===== src/rtl/mult_seq_pkg.sv =====
// Shared types for the multiplier request sequencer: FSM state encoding and
// the operand FIFO entry width (one multiplier/multiplicand pair).
package mult_seq_pkg;

  typedef enum logic [1:0] {
    ST_IDLE  = 2'd0,
    ST_ISSUE = 2'd1,
    ST_WAIT  = 2'd2
  } state_t;

  // A FIFO entry packs {multiplier, multiplicand}, so it is twice the operand width.
  function automatic int entry_width(input int width);
    return 2 * width;
  endfunction

endpackage


===== src/rtl/mult_operand_fifo.sv =====
// Synchronous operand FIFO: registered storage, combinational head read,
// occupancy count of width clog2(DEPTH)+1 driving full/empty.
module mult_operand_fifo #(
  parameter int DW    = 16,
  parameter int DEPTH = 4
) (
  input  logic          clk,
  input  logic          rst,
  input  logic          push_i,
  input  logic          pop_i,
  input  logic [DW-1:0] wdata_i,
  output logic [DW-1:0] rdata_o,
  output logic          full_o,
  output logic          empty_o
);

  localparam int AW = $clog2(DEPTH);

  logic [DW-1:0] mem_q [DEPTH];
  logic [AW-1:0] wr_ptr_q;
  logic [AW-1:0] rd_ptr_q;
  logic [AW:0]   count_q;
  logic          do_push;
  logic          do_pop;

  assign full_o  = (count_q == (AW+1)'(DEPTH));
  assign empty_o = (count_q == '0);
  assign rdata_o = mem_q[rd_ptr_q];
  assign do_push = push_i && !full_o;
  assign do_pop  = pop_i && !empty_o;

  // Pointers wrap naturally because DEPTH is a power of two.
  always_ff @(posedge clk) begin
    if (rst) begin
      wr_ptr_q <= '0;
      rd_ptr_q <= '0;
      count_q  <= '0;
    end else begin
      if (do_push) begin
        mem_q[wr_ptr_q] <= wdata_i;
        wr_ptr_q        <= wr_ptr_q + AW'(1);
      end
      if (do_pop) begin
        rd_ptr_q <= rd_ptr_q + AW'(1);
      end
      count_q <= count_q + (AW+1)'(do_push) - (AW+1)'(do_pop);
    end
  end

endmodule


===== src/rtl/multiplier_request_sequencer.sv =====
// Streaming front end for the sequential multiplier: one operation in flight,
// results delivered in push order. Define MULT_SEQ_TIMEOUT_EN for the WAIT watchdog.
module multiplier_request_sequencer
  import mult_seq_pkg::*;
#(
  parameter int WIDTH          = 8,
  parameter int DEPTH          = 4,
  parameter int TIMEOUT_CYCLES = 4*WIDTH+8
) (
  input  logic               clk,
  input  logic               rst,
  input  logic               in_valid,
  output logic               in_ready,
  input  logic [WIDTH-1:0]   in_multiplier,
  input  logic [WIDTH-1:0]   in_multiplicand,
  output logic               mul_start,
  output logic [WIDTH-1:0]   mul_multiplier,
  output logic [WIDTH-1:0]   mul_multiplicand,
  input  logic [2*WIDTH-1:0] mul_product,
  input  logic               mul_done,
  output logic               out_valid,
  input  logic               out_ready,
  output logic [2*WIDTH-1:0] out_product,
  output logic               busy,
  output logic               error,
  output logic [1:0]         dbg_state
);

  localparam int EW = entry_width(WIDTH);

  // Handshakes: a transfer happens on a rising clk edge where valid && ready;
  // valid never depends combinationally on ready on the same side.
  state_t             state_q;
  logic               start_q;
  logic [WIDTH-1:0]   a_q;
  logic [WIDTH-1:0]   b_q;
  logic               done_q;
  logic               out_valid_q;
  logic [2*WIDTH-1:0] product_q;

  logic               fifo_full;
  logic               fifo_empty;
  logic [EW-1:0]      fifo_head;
  logic               push;
  logic               pop;
  logic               done_edge;

  assign in_ready  = !fifo_full;
  assign push      = in_valid && !fifo_full;
  // Issue only into a free or draining result slot so capture never overwrites.
  assign pop       = (state_q == ST_IDLE) && !fifo_empty && (!out_valid_q || out_ready);
  assign done_edge = mul_done && !done_q;

  mult_operand_fifo #(.DW(EW), .DEPTH(DEPTH)) u_fifo (
    .clk     (clk),
    .rst     (rst),
    .push_i  (push),
    .pop_i   (pop),
    .wdata_i ({in_multiplier, in_multiplicand}),
    .rdata_o (fifo_head),
    .full_o  (fifo_full),
    .empty_o (fifo_empty)
  );

`ifdef MULT_SEQ_TIMEOUT_EN
  localparam int CW = $clog2(TIMEOUT_CYCLES+1);
  logic [CW-1:0] wait_cnt_q;
  logic          error_q;
  logic          timeout;
  assign timeout = (wait_cnt_q == CW'(TIMEOUT_CYCLES-1));
  assign error   = error_q;
`else
  assign error = 1'b0;
`endif

  always_ff @(posedge clk) begin
    if (rst) begin
      state_q     <= ST_IDLE;
      start_q     <= 1'b0;
      a_q         <= '0;
      b_q         <= '0;
      done_q      <= 1'b0;
      out_valid_q <= 1'b0;
      product_q   <= '0;
`ifdef MULT_SEQ_TIMEOUT_EN
      wait_cnt_q  <= '0;
      error_q     <= 1'b0;
`endif
    end else begin
      start_q <= 1'b0;
      done_q  <= mul_done;
      if (out_valid_q && out_ready) begin
        out_valid_q <= 1'b0;
      end
      case (state_q)
        ST_IDLE: begin
          if (pop) begin
            {a_q, b_q} <= fifo_head;
            start_q    <= 1'b1;
            state_q    <= ST_ISSUE;
          end
        end
        ST_ISSUE: begin
          state_q <= ST_WAIT;
`ifdef MULT_SEQ_TIMEOUT_EN
          wait_cnt_q <= '0;
`endif
        end
        ST_WAIT: begin
          if (done_edge) begin
            product_q   <= mul_product;
            out_valid_q <= 1'b1;
            state_q     <= ST_IDLE;
          end
`ifdef MULT_SEQ_TIMEOUT_EN
          else if (timeout) begin
            error_q <= 1'b1;
            state_q <= ST_IDLE;
          end else begin
            wait_cnt_q <= wait_cnt_q + CW'(1);
          end
`endif
        end
        default: state_q <= ST_IDLE;
      endcase
    end
  end

  assign mul_start        = start_q;
  assign mul_multiplier   = a_q;
  assign mul_multiplicand = b_q;
  assign out_valid        = out_valid_q;
  assign out_product      = product_q;
  assign busy             = (state_q != ST_IDLE) || !fifo_empty;
  assign dbg_state        = state_q;

endmodule


===== config.mk =====
export PLATFORM = sky130hd
export DESIGN_NAME = multiplier_request_sequencer
export DESIGN_NICKNAME = d
export VERILOG_FILES = /design/src/rtl/mult_seq_pkg.sv /design/src/rtl/mult_operand_fifo.sv /design/src/rtl/multiplier_request_sequencer.sv
export SDC_FILE = /design/constraint.sdc
export NUM_CORES = 1
export LEC_CHECK = 0
export CAP_MARGIN = 0
export CORE_MARGIN = 10
export CORE_UTILIZATION = 55
export CTS_BUF_LIST = sky130_fd_sc_hd__clkbuf_4 sky130_fd_sc_hd__clkbuf_8
export DETAILED_ROUTE_END_ITERATION = 6
export GPL_TIMING_DRIVEN = 0
export PLACE_DENSITY = 0.88
export SYNTH_ARGS = -nofsm -noshare
export SYNTH_HDL_FRONTEND = slang
export SYNTH_SLANG_ARGS = --single-unit

===== constraint.sdc =====
create_clock -name clk -period 4.7 [get_ports clk]
set_input_delay 0.94 -clock clk [delete_from_list [all_inputs] [get_ports clk]]
set_output_delay 0.94 -clock clk [all_outputs]
set_load 0.005 [all_outputs]

==> metrics.cfg <==
[clock_network]
worst_setup_hold_path_clk_slew_ns=0.10
cts_resized=0
ctsHoldBuffers=0
cts_htree_levels=3
cts_made_buffers=9
cts_tree=built
clkSinkCount=108
clkLatencyLatePin_ns=0.37
clock_path_buffers=2
post_cts_buffers=0
root_buffer=clkbuf_8

[global_route]
grt_pass1_vias=2591
pin_count_of_the_biggest_net_entering_global_routing=21
gr_usage_total_pct=14.6
grt_pass1_wl_microns=13100
antenna_found_initial=0
total_grt_overflow=0

[critical_path]
worstPathMaxFanout=10
worst_ep_arrival_time_ns=3.52
critical_path.cell_chain=clkdlybuf4s50_1 -> nor2b_1 -> clkbuf_2 -> nor3_4 -> buf_2 -> ha_1 -> inv_1 -> ha_1 -> fa_1 -> xnor2_1 -> xnor2_1 -> nor2_1
max_stage_delay_ns=0.47
critical_path.endpoint_type=register
timing.critical_path.required_ns=4.95
crit_path_top_delay_cell=clkdlybuf4s50_1
critical_path.startpoint_type=input port
criticalPathCategory=input port to register

[routing]
route.vias.total=2534
ant_nets=0
avgRoutedWirePerCell_microns=17.7
first_iter_violations=102
vias_per_cell=5.41
sum_of_routed_wire_length_over_all_layers_microns=8290
post-route-drc-count=0
detailedRoute.firstPassIterationCount=4

[yosys]
yosys_most_used_dff=edfxtp_1
synth_compound_area_share_pct=6.62
yosysTopAreaCell=edfxtp_1
netlist_top_cells_area=edfxtp_1 46%, dfxtp_1 21%, mux4_2 8.7%
post_synth_and_or_nand_nor_area_fraction_pct=10.9
synth_adder_area_share_pct=2.29
sequential_share_of_the_synthesized_area_pct=67.4
post_synth_edffs=64
ys.warnings.count=0
netlist-cell-type-count=38
ys_ff_latch=108
postSynth.asyncResetShare_pct=0
synth.most_common_cell=edfxtp_1
postSynthCellCount=280
synth.net_count=324
synthTopCellsByCount=64 x edfxtp_1, 44 x dfxtp_1, 33 x nand2_1, 21 x a21oi_1, 18 x nand2b_1
synth_xor_area_share_pct=0.421
synth_top_cell_area_share_pct=46.2
portion_of_netlist_area_occupied_by_mux_cells_pct=8.94
post_synthesis_average_cell_area_sq_um=14.9
main_combinational_cell_family_by_area_after_synthesis=simple AND/OR/NAND/NOR gates
syn-cell-area_sq_um=4160

[floorplanning]
dieWidth_microns=107
std_cell_rows=31
starting_utilization_of_the_core_area_pct=57.0
top_level_ports=76
floorplan.die_area_sq_um=11400
die_boundary_height_microns=107
placeableCoreArea_sq_um=7290

[timing]
final-max-slew-violation-count=0
final.setup.tns_ns=0
finalWorstPathRequiredPeriod_ns=3.27
final_period_util_pct=69.6
setup_viol_count_final=0
timing.final.ws_setup_ns=1.43
max_slew_margin_pct=41.7
unrepaired_setup_endpoints_after_global_routing=false
max_freq_ghz=0.306
finClkSkew_ns=0.00460
tightest_slew_ns=0.874
timing.final.hold_violations=0

[run_status]
status=complete, no violations

[placement]
port-buffer-count=73
place.gp.congestion=0.735
place.detailed.hpwl_microns=5890
dpl_cell_area_sq_um=5010
place_ws_ns=1.05

[cells_and_area]
finalInstanceArea_sq_um=5230
final_core_util_pct=71.7
antenna-diode-count=0
number_of_nets_at_the_end_of_the_flow=408
share_of_post_route_cells_with_drive_strength_above_1_pct=13.3
area_growth_syn_to_layout_pct=25.6

[pwr]
ir_drop_v=0.000285
total_leakage_power_nw=1.73
design_power_total_mw=2.61
power.density_cell_area_nw_per_um2=500

[hold_path]
hold_class=register to register

[job]
max_cap_viol_count=0

==> state kept, by name, indices dropped and copies added, names as in the netlist <==
register / cells
out_valid: 1
u_fifo.count_q: 3
mul_start: 1
done_q: 1
mul_multiplier: 8
out_product: 16
u_fifo.rd_ptr_q: 2
u_fifo.wr_ptr_q: 2
mul_multiplicand: 8
u_fifo.mem_q: 64
dbg_state: 2
==> report_power, final <==
group / internal [mW] / total [mW] / switching, mW
combinational: 0.447 / 0.811 / 0.364
clock: 0.262 / 0.589 / 0.327
sequential: 1.14 / 1.21 / 0.0797
total: 1.84 / 2.61 / 0.771
==> cells by family (layout without fill, tap and decap cells) <==
group                      Yosys count  in the layout
AOI/OAI and AO/OA                   40             40
xor gates and xnor gates             2              2
adders and majority gates            7              7
buffers and inverters               26            115
DFF                                108            108
muxes                               17             17
other                                1              1
and+or+nand+nor                     79             79
==> layout by cell type, fill, tap and decap left out, drive strengths merged, types with 4 or more instances in the layout <==
cell type | synthesis | final
nand2b | 18 | 18
and2 | 4 | 4
inv | 8 | 14
clkbuf | 7 | 16
nand2 | 33 | 33
mux4 | 16 | 16
nor2b | 5 | 5
clkdlybuf4s50 | 0 | 73
edfxtp | 64 | 64
buf | 11 | 11
dfxtp | 44 | 44
ha | 6 | 6
o2bb2ai | 16 | 16
a21oi | 21 | 21
nor2 | 4 | 4
==> through the flow <==
stage	std cells	hold slack [ns]
6_report	468	0.460
5_1_grt	468	0.491
4_1_cts	468	0.463
3_5_place_dp	452	0.449
3_3_place_gp	452	0.441
2_1_floorplan	280	0.453
==> critical path, delay by kind of cell <==
| kind | cells | cell delay (ns) |
|---|---|---|
| xor+xnor | 2 | 0.31 |
| fa+ha+maj | 3 | 0.76 |
| buf+inv | 4 | 1.06 |
| simple gates | 3 | 0.45 |
==> final timing paths <==
kind                                   to  cells past startpoint  slack [ns]                          from
max          u_fifo.count_q[2]$_SDFF_PP0_                     12        1.43                     out_ready
min          out_product[11]$_SDFFE_PP0P_                      2        0.46  out_product[11]$_SDFFE_PP0P_
max reg2reg  u_fifo.count_q[2]$_SDFF_PP0_                     11        2.03     dbg_state[0]$_SDFFE_PP0P_
min reg2reg  out_product[11]$_SDFFE_PP0P_                      2        0.46  out_product[11]$_SDFFE_PP0P_
==> per-layer routing <==
metal / track usage (%) / wire [microns] / up-vias
met4: 6.09 / 152 / 0
met2: 25.2 / 4190 / 107
li1: - / - / 1184
met1: 16.0 / 3220 / 1228
met3: 5.39 / 726 / 15
met5: 0 / 0 / -
==> cell type report <==
| cell class | count | area (sq um) |
|---|---|---|
| sequential | 108 | 2800 |
| fill | 504 | 2070 |
| multi-input combinational | 146 | 1210 |
| timing repair buffer | 73 | 731 |
| clock buffer | 9 | 124 |
| tap | 99 | 124 |
| buffer | 18 | 111 |
| clock inverter | 7 | 87.6 |
| inverter | 8 | 30.0 |
Power figures use the tool's default switching activity.
==> edit (same flow settings) <==
The option `MULT_SEQ_TIMEOUT_EN` is turned on by a define.
--- a/src/rtl/multiplier_request_sequencer.sv
+++ b/src/rtl/multiplier_request_sequencer.sv
@@ -1,4 +1,6 @@
 // Streaming front end for the sequential multiplier: one operation in flight,
 // results delivered in push order. Define MULT_SEQ_TIMEOUT_EN for the WAIT watchdog.
+`define MULT_SEQ_TIMEOUT_EN
+
 module multiplier_request_sequencer
   import mult_seq_pkg::*;
Function: same outputs for any inputs over 10 cycles, from zero or initial values and one cycle with rst high; that may be too few to reach the edited logic, so the function may still have changed.
==> edit against the original RTL <==
  * Cell area is 7.0% higher
  * Wire length grew 17%
  * Register-to-register slack lost 0.13 ns
  * Count of clock-buffer cells in the layout is 8 higher
  * Non-clock buffer count is 3 lower
  * Power increased by 11%
  * Sequential cell count rose by 7
  * Clock skew rose by 0.0033 ns
  * Worst hold slack lost 0.0059 ns
  * Synthesized area up 5.1%
  * Combinational power increased by 3.1%
  * First-iteration DRC count up 51%
  * Setup slack got worse by 0.019 ns
  * Highest routed layer unchanged
==> edit: results <==
set metrics [dict create \
    max_stage_delay_ns 0.45 \
    grt_pass1_vias 2999 \
    design.die.area_um2 11910 \
    status "finished clean" \
    nonClockBufferCount 88 \
    synthTopCellsByCount "nand2_1, edfxtp_1, dfxtp_1" \
    synth_cells 329 \
    via_count 2892 \
    multi_input_cells 191 \
    cts_buffers 17 \
    hold_path_end "mul_multiplicand[2]" \
    timing.hold.ws_ns 0.4538 \
    max-slew-margin-rel 0.3667 \
    met1_usage 0.1848 \
    dp_hpwl_um 6764 \
    grt_max_degree 17 \
    htree_levels 4 \
    synth_cell_types 39 \
    rr_startpoint "u_fifo.count_q[1]" \
    final_core_util 0.7234 \
    multiInputGateArea_um2 1311 \
    ir_worst_vdd_mv 0.3247 \
    worst-r2r-setup-slack_ns 1.90 \
    nFillCells 491 \
    post-place-ws_ns 1.008 \
    post_route_cells_drive_above_1_share 0.1429 \
    grt_use_met2 0.2982 \
    place_congestion 0.7602 \
    buf_share 0.1475 \
    synth_seq_cells 115 \
    grt_use_total 0.1695 \
    post-place-cells 505 \
    power_leakage_uw 0.001922 \
    grt_pass1_wl_um 15330 \
    dr.first_iter.drc_count 154 \
    numPortBuffers 74 \
    placed_area_um2 5240 \
    ys_seq_area_frac 0.6732 \
    wirelength_um 9664 \
    clkLatencyLatePin_ns 0.43 \
    final-clk-cell-share 0.06267 \
]
edit: cell types whose count changed after synthesis, moves of 3 or more:
| cell | unedited run | this run |
|---|---|---|
| a21oi_1 | 21 | 38 |
| dfxtp_1 | 44 | 51 |
| nand2_1 | 33 | 70 |
| nand2b_1 | 18 | 5 |
| nand3_1 | 2 | 5 |
| nand4_1 | 0 | 3 |
| nor2_1 | 4 | 13 |
| o2bb2ai_1 | 14 | 0 |
edit: cells by family (layout without fill, tap and decap cells):
logic type	count (synthesis)	in the layout	synth area share
buffers and inverters	23	128	0.02690
XOR/XNOR	5	5	0.01002
multiplexers	17	17	0.08472
adder cells (fa/ha/maj)	8	8	0.02461
flip-flops	115	115	0.6732
AND/OR/NAND/NOR	113	113	0.1159
AO/OA/AOI/OAI	48	48	0.06468
edit: where the power goes:
group	switching (uW)	internal, uW
registers	74.7	1200
logic	415	421
clock network	392	409
total	882	2030
